<file path="src/rtl/bcd_timer_ctrl_pkg.sv">
// Shared definitions for the BCD timer controller: FSM encoding, BCD
// digit bounds and the boundary test used to stop the counter.
package bcd_timer_ctrl_pkg;

  typedef enum logic [1:0] {
    PAUSE = 2'd0,
    RUN   = 2'd1,
    DONE  = 2'd2
  } state_e;

  localparam logic [3:0] BCD_MAX = 4'd9;
  localparam logic [3:0] BCD_MIN = 4'd0;

  // True when one more step in the current direction would wrap the counter.
  function automatic logic at_limit(input logic       up,
                                    input logic [3:0] tens,
                                    input logic [3:0] units);
    return ( up && tens == BCD_MAX && units == BCD_MAX) ||
           (!up && tens == BCD_MIN && units == BCD_MIN);
  endfunction

endpackage

</file>
<file path="src/rtl/bcd_timer_ctrl_if.sv">
// Signal bundle between the timer controller and its surroundings:
// raw buttons and counter digits in, counter control and status out.
interface bcd_timer_ctrl_if;

  logic       btn_start_n;
  logic       btn_dir_n;
  logic [3:0] num1;
  logic [3:0] num0;
  logic       cnt_en_n;
  logic       cnt_up;
  logic       running;
  logic       done;
  logic       tick;

  // Board / counter side: drives buttons and digits, observes control.
  modport master (
    output btn_start_n, btn_dir_n, num1, num0,
    input  cnt_en_n, cnt_up, running, done, tick
  );

  // Controller side.
  modport slave (
    input  btn_start_n, btn_dir_n, num1, num0,
    output cnt_en_n, cnt_up, running, done, tick
  );

endinterface

</file>
<file path="src/rtl/btn_onepulse.sv">
// Raw active-low button -> synchronized, debounced level -> one-clk pulse
// on each accepted press. Releases produce nothing.
module btn_onepulse #(
  parameter int DB_CYC = 1000000
) (
  input  logic clk,
  input  logic rst_n,
  input  logic btn_n_i,
  output logic press_o
);

  localparam int CW = (DB_CYC > 1) ? $clog2(DB_CYC) : 1;
  localparam logic [CW-1:0] STAB_LAST = CW'(DB_CYC - 1);

  logic          sync1_q, sync2_q;
  logic          level_q, level_d;
  logic          level_prev_q;
  logic          press_q;
  logic [CW-1:0] stab_q, stab_d;

  // Accept the synchronized level only after it has disagreed with the
  // current debounced level for DB_CYC consecutive cycles.
  always_comb begin
    level_d = level_q;
    stab_d  = '0;
    if (sync2_q != level_q) begin
      if (stab_q == STAB_LAST) begin
        level_d = sync2_q;
      end else begin
        stab_d = stab_q + CW'(1);
      end
    end
  end

  // Synchronizer, debounce state and press edge detector (1 = released).
  always_ff @(posedge clk or negedge rst_n) begin
    if (!rst_n) begin
      sync1_q      <= 1'b1;
      sync2_q      <= 1'b1;
      level_q      <= 1'b1;
      level_prev_q <= 1'b1;
      stab_q       <= '0;
      press_q      <= 1'b0;
    end else begin
      sync1_q      <= btn_n_i;
      sync2_q      <= sync1_q;
      level_q      <= level_d;
      stab_q       <= stab_d;
      level_prev_q <= level_q;
      press_q      <= level_prev_q & ~level_q;
    end
  end

  assign press_o = press_q;

endmodule

</file>
<file path="src/rtl/bcd_timer_ctrl.sv">
// Run/pause/direction controller for a 2-digit BCD up/down counter.
// Issues one active-low enable per prescaler tick while running and
// parks in DONE instead of letting the counter wrap at 99 / 00.
module bcd_timer_ctrl
  import bcd_timer_ctrl_pkg::*;
#(
  parameter int TICK_DIV = 50000000,
  parameter int DB_CYC   = 1000000
) (
  input logic             clk,
  input logic             rst_n,
  bcd_timer_ctrl_if.slave bus
);

  localparam int PW = $clog2(TICK_DIV);
  localparam logic [PW-1:0] PRESC_LAST = PW'(TICK_DIV - 1);

  logic          start_p, dir_p;
  logic          limit;
  state_e        state_q;
  logic [PW-1:0] presc_q;
  logic          cnt_en_n_q, cnt_up_q, running_q, done_q, tick_q;

  btn_onepulse #(.DB_CYC(DB_CYC)) u_btn_start (
    .clk     (clk),
    .rst_n   (rst_n),
    .btn_n_i (bus.btn_start_n),
    .press_o (start_p)
  );

  btn_onepulse #(.DB_CYC(DB_CYC)) u_btn_dir (
    .clk     (clk),
    .rst_n   (rst_n),
    .btn_n_i (bus.btn_dir_n),
    .press_o (dir_p)
  );

  assign limit = at_limit(cnt_up_q, bus.num1, bus.num0);

  // Controller FSM with prescaler; every output is a register. The
  // prescaler and enable/tick fall back to idle values unless RUN
  // explicitly advances them, so any exit from RUN discards the count.
  always_ff @(posedge clk or negedge rst_n) begin
    if (!rst_n) begin
      state_q    <= PAUSE;
      presc_q    <= '0;
      cnt_en_n_q <= 1'b1;
      cnt_up_q   <= 1'b1;
      running_q  <= 1'b0;
      done_q     <= 1'b0;
      tick_q     <= 1'b0;
    end else begin
      cnt_en_n_q <= 1'b1;
      tick_q     <= 1'b0;
      presc_q    <= '0;
      case (state_q)
        PAUSE: begin
          if (start_p) begin
            state_q   <= RUN;
            running_q <= 1'b1;
          end else if (dir_p) begin
            cnt_up_q <= ~cnt_up_q;
          end
        end
        RUN: begin
          // start wins over a coinciding tick: pause without stepping.
          if (start_p) begin
            state_q   <= PAUSE;
            running_q <= 1'b0;
          end else if (presc_q == PRESC_LAST) begin
            tick_q <= 1'b1;
            if (limit) begin
              state_q   <= DONE;
              running_q <= 1'b0;
              done_q    <= 1'b1;
            end else begin
              cnt_en_n_q <= 1'b0;
            end
          end else begin
            presc_q <= presc_q + PW'(1);
          end
        end
        DONE: begin
          if (!start_p && dir_p) begin
            cnt_up_q <= ~cnt_up_q;
            state_q  <= PAUSE;
            done_q   <= 1'b0;
          end
        end
        default: begin
          state_q   <= PAUSE;
          running_q <= 1'b0;
          done_q    <= 1'b0;
        end
      endcase
    end
  end

  assign bus.cnt_en_n = cnt_en_n_q;
  assign bus.cnt_up   = cnt_up_q;
  assign bus.running  = running_q;
  assign bus.done     = done_q;
  assign bus.tick     = tick_q;

endmodule

</file>
<file path="src/flat_wrapper.sv">
// flat-port wrapper written by rule: the top's interface ports become plain ports
module bcd_timer_ctrl_flat import bcd_timer_ctrl_pkg::*;
#(
  parameter int TICK_DIV = 50000000,
  parameter int DB_CYC   = 1000000
)
  (clk, rst_n, bus_btn_start_n, bus_btn_dir_n, bus_num1, bus_num0, bus_cnt_en_n, bus_cnt_up, bus_running, bus_done, bus_tick);
  bcd_timer_ctrl_if bus_i ();
  input logic clk;
  input logic rst_n;
  input wire logic [$bits(bus_i.btn_start_n)-1:0] bus_btn_start_n;
  input wire logic [$bits(bus_i.btn_dir_n)-1:0] bus_btn_dir_n;
  input wire logic [$bits(bus_i.num1)-1:0] bus_num1;
  input wire logic [$bits(bus_i.num0)-1:0] bus_num0;
  output wire logic [$bits(bus_i.cnt_en_n)-1:0] bus_cnt_en_n;
  output wire logic [$bits(bus_i.cnt_up)-1:0] bus_cnt_up;
  output wire logic [$bits(bus_i.running)-1:0] bus_running;
  output wire logic [$bits(bus_i.done)-1:0] bus_done;
  output wire logic [$bits(bus_i.tick)-1:0] bus_tick;
  assign bus_i.btn_start_n = bus_btn_start_n;
  assign bus_i.btn_dir_n = bus_btn_dir_n;
  assign bus_i.num1 = bus_num1;
  assign bus_i.num0 = bus_num0;
  assign bus_cnt_en_n = bus_i.cnt_en_n;
  assign bus_cnt_up = bus_i.cnt_up;
  assign bus_running = bus_i.running;
  assign bus_done = bus_i.done;
  assign bus_tick = bus_i.tick;
  bcd_timer_ctrl #(.TICK_DIV(TICK_DIV), .DB_CYC(DB_CYC)) u_core (.clk(clk), .rst_n(rst_n), .bus(bus_i));
endmodule
</file>
<file path="config.mk">
export PLATFORM = sky130hd
export DESIGN_NAME = bcd_timer_ctrl_flat
export DESIGN_NICKNAME = d
export VERILOG_FILES = /design/src/rtl/bcd_timer_ctrl_pkg.sv /design/src/rtl/bcd_timer_ctrl_if.sv /design/src/rtl/btn_onepulse.sv /design/src/rtl/bcd_timer_ctrl.sv /design/src/flat_wrapper.sv
export SDC_FILE = /design/constraint.sdc
export NUM_CORES = 1
export LEC_CHECK = 0
export ABC_AREA = 0
export CAP_MARGIN = 20
export CELL_PAD_IN_SITES_DETAIL_PLACEMENT = 1
export CELL_PAD_IN_SITES_GLOBAL_PLACEMENT = 2
export CORE_MARGIN = 4
export CORE_UTILIZATION = 35
export DETAILED_ROUTE_END_ITERATION = 12
export PLACE_DENSITY_LB_ADDON = 0.1
export SLEW_MARGIN = 20
export SYNTH_ARGS = -nofsm -noshare
export SYNTH_HDL_FRONTEND = slang
export SYNTH_SLANG_ARGS = --single-unit
</file>
<file path="constraint.sdc">
create_clock -name clk -period 2.11 [get_ports clk]
set_input_delay 0.422 -clock clk [delete_from_list [all_inputs] [get_ports clk]]
set_output_delay 0.422 -clock clk [all_outputs]
set_load 0.01 [all_outputs]
</file>
==> out/qor.txt <==
Die Span Y -> 114 um
most frequent cells in the layout -> dfrtp_1 (73), buf_4 (53), nor2_1 (46)
Die ar. -> 0.0130 mm^2
asr flop ratio synth -> 100%
mapped cell area -> 0.00395 mm^2
CTS tree -> done
worst-case clock buffer depth -> 2
clock skew -> 0.00680 ns
Worst-Skew Late Latency -> 0.34 ns
endpoint kind of the worst setup timing path -> register
GRT Resource Usage Total -> 15.8%
setup violators final -> 1
Worst VDD drop -> 0.336 mV
leakage -> 2.01 nW
via count -> 3209
Crit path largest cell delay -> 0.54 ns
wl on met1 -> 4.33 mm
vias per std cell -> 5.22
Crit Path Class -> register to register
Max-Cap Viols -> 0
clock-pin slew on the worst setup and hold paths -> 0.07 ns
Design Power -> 3.67 mW
highest-delay cell along the critical path -> or4_4
Main synth FF type -> dfrtp_1
final layout net count -> 485
TritonRoute pass-1 iters -> 4
CP Buf/Inv Count -> 0
# diodes -> 0
WL met3 -> 200 um
routed len/inst -> 15.0 um
setup ws final -> -0.0409 ns
worst slew pin tran -> 0.507 ns
fin util -> 46.6%
period utilisation layout -> 102%
RR Startpoint -> u_core.presc_q[24]
CP most frequent cell -> or4_4
Slew Viols, Final -> 0
cell family with most CP delay -> simple AND/OR/NAND/NOR gates
ANT nets after route -> 0
H-tree depth -> 3
crit path cell chain -> or4bb_1, or4_4, or4_4, a41o_1
f_max -> 465 MHz
Critical Path RT -> 2.34 ns
share of cells above drive strength 1 -> 21.5%
syn nets -> 415
initial antenna violation count -> 0
largest net degree at the start of global routing -> 36
Core ar. -> 0.0109 mm^2
max layer used -> met4
Synth warnings -> 0
most common cell after layout, fill and taps aside -> dfrtp_1
Congestion Overflow GR -> 0
DR iter-0 viols -> 116
Worst Reg-to-Reg Cells -> 4
PwrDens -> 721 mW/mm^2
Rel. slew slack -> 66.2%
Total Neg Setup Slack -> -0.0409 ns
DRC violations left -> 0
io pins -> 17
Yosys reg bits -> 83
post-synthesis sequential area ratio -> 52.9%
CP arrival -> 2.38 ns
Tmin final -> 2.15 ns
Netlist cell types -> 39
EDFF count, synth -> 0
clk root buf -> clkbuf_16
reg2reg setup slack -> -0.04 ns
WL met2 -> 4.49 mm
Area Growth Syn to Fin -> 29.0%
CTS sink count -> 83
setup repair after global routing missed its margin -> yes
cts bufs inserted -> 9
crit-path max FO -> 3
first-pass GRT wire length -> 16.5 mm
failing checks -> setup timing
CP startpoint kind -> register
I/O Buffers -> 16
DP HPWL -> 6.49 mm
gpl congestion -> 0.749
vias in the first global route -> 3425
status -> finished with violations
worst reg2reg endpoint -> u_core.bus.running
syn_area_per_cell -> 9.87 um^2
Routed Wire Length -> 9.22 mm
worst min path class -> input port to asynchronous set/reset pin
CTS Hold Bufs -> 0
Site Rows -> 38
Die W -> 114 um
Post-Syn Instances -> 400
Final Hold Viols -> 0
Initial Util -> 36.1%
[synth_stat cells (4+ instances only)]
cell / count / area share [%]
o31ai_1: 11 / 2.1
nand4_1: 10 / 1.6
nand2_1: 21 / 2.0
dfrtp_1: 73 / 46
or3_1: 15 / 2.4
or2_2: 4 / 0.63
a21oi_1: 28 / 3.5
nor3_1: 10 / 1.3
o21ai_0: 15 / 1.9
xor2_1: 12 / 2.7
nor4_1: 8 / 1.3
clkbuf_1: 13 / 1.2
or4_1: 20 / 3.8
nor2_1: 46 / 4.4
nand3_1: 24 / 3.0
dfstp_2: 10 / 6.7
xnor2_1: 26 / 5.8
inv_1: 18 / 1.7
[flip-flops by register name (all words and copies together) (netlist names), 2 cells and up]
name and flops:
u_core.presc_q 26, u_core.u_btn_dir.stab_q 20, u_core.state_q 2, u_core.u_btn_start.stab_q 20
[report_power, final]
| group | total [mW] | leakage (nW) | switching (mW) | internal (mW) |
|---|---|---|---|---|
| Clock | 1.94 | 0.180 | 0.666 | 1.28 |
| Sequential | 1.62 | 1.12 | 0.0113 | 1.61 |
| Combinational | 0.110 | 0.712 | 0.0637 | 0.0467 |
| Total | 3.67 | 2.01 | 0.741 | 2.93 |
[final cells by class]
type | count | area, um^2
repair buffers | 72 | 619
clock inverters | 7 | 139
flip-flops and latches | 83 | 2090
inverters | 18 | 67.6
multi-input cells | 286 | 1780
clock buffers | 9 | 225
well taps | 140 | 175
fillers | 1247 | 5840
[stage by stage]
step / hold WS (ns) / worst slack (ns) / std cells / instance area (um^2)
final: 0.0524 / -0.0409 / 615 / 5090
after CTS: 0.0654 / -0.0423 / 615 / 5070
after detailed placement: 0.347 / -0.111 / 599 / 4700
after global routing: 0.0834 / -0.108 / 615 / 5090
after floorplan: 0.126 / -0.0572 / 400 / 3960
after global placement: 0.346 / -0.104 / 599 / 4700
[how the worst max path moves through the flow]
stage | startpoint | to | slack (ns) | cells past startpoint
floorplan | u_core.presc_q[7] | u_core.presc_q[2] | -0.06 | 5
global placement | bus_num1[1] | u_core.bus.running | -0.10 | 4
detailed placement | bus_num1[1] | u_core.bus.running | -0.11 | 4
CTS | u_core.presc_q[24] | u_core.bus.running | -0.04 | 4
global route | u_core.presc_q[24] | u_core.bus.running | -0.11 | 4
finish | u_core.presc_q[24] | u_core.bus.running | -0.04 | 4
[repair_timing]
item | in CTS | in global routing
cloned | 0 | 0
resized for setup | 2 | 6
endpoints found under the hold margin | 0 | 0
pin swaps | 1 | 0
setup buffers | 0 | 0
setup endpoints to repair | 13 | 46
[per-layer routing]
metal  GRT usage [%]  vias up
met5               0        -
met3            2.80       14
met4            7.36        0
met2            25.4       24
li1                -     1569
met1            20.8     1602
[kinds of logic after synthesis]
family | share of synthesized area [%]
xor gates and xnor gates | 8.43
AOI/OAI and AO/OA | 9.09
adders and majority gates | 0.951
buffers and inverters | 2.95
and+or+nand+nor | 24.8
muxes | 0.824
DFF | 52.9
(Power assumes the default switching activity.)
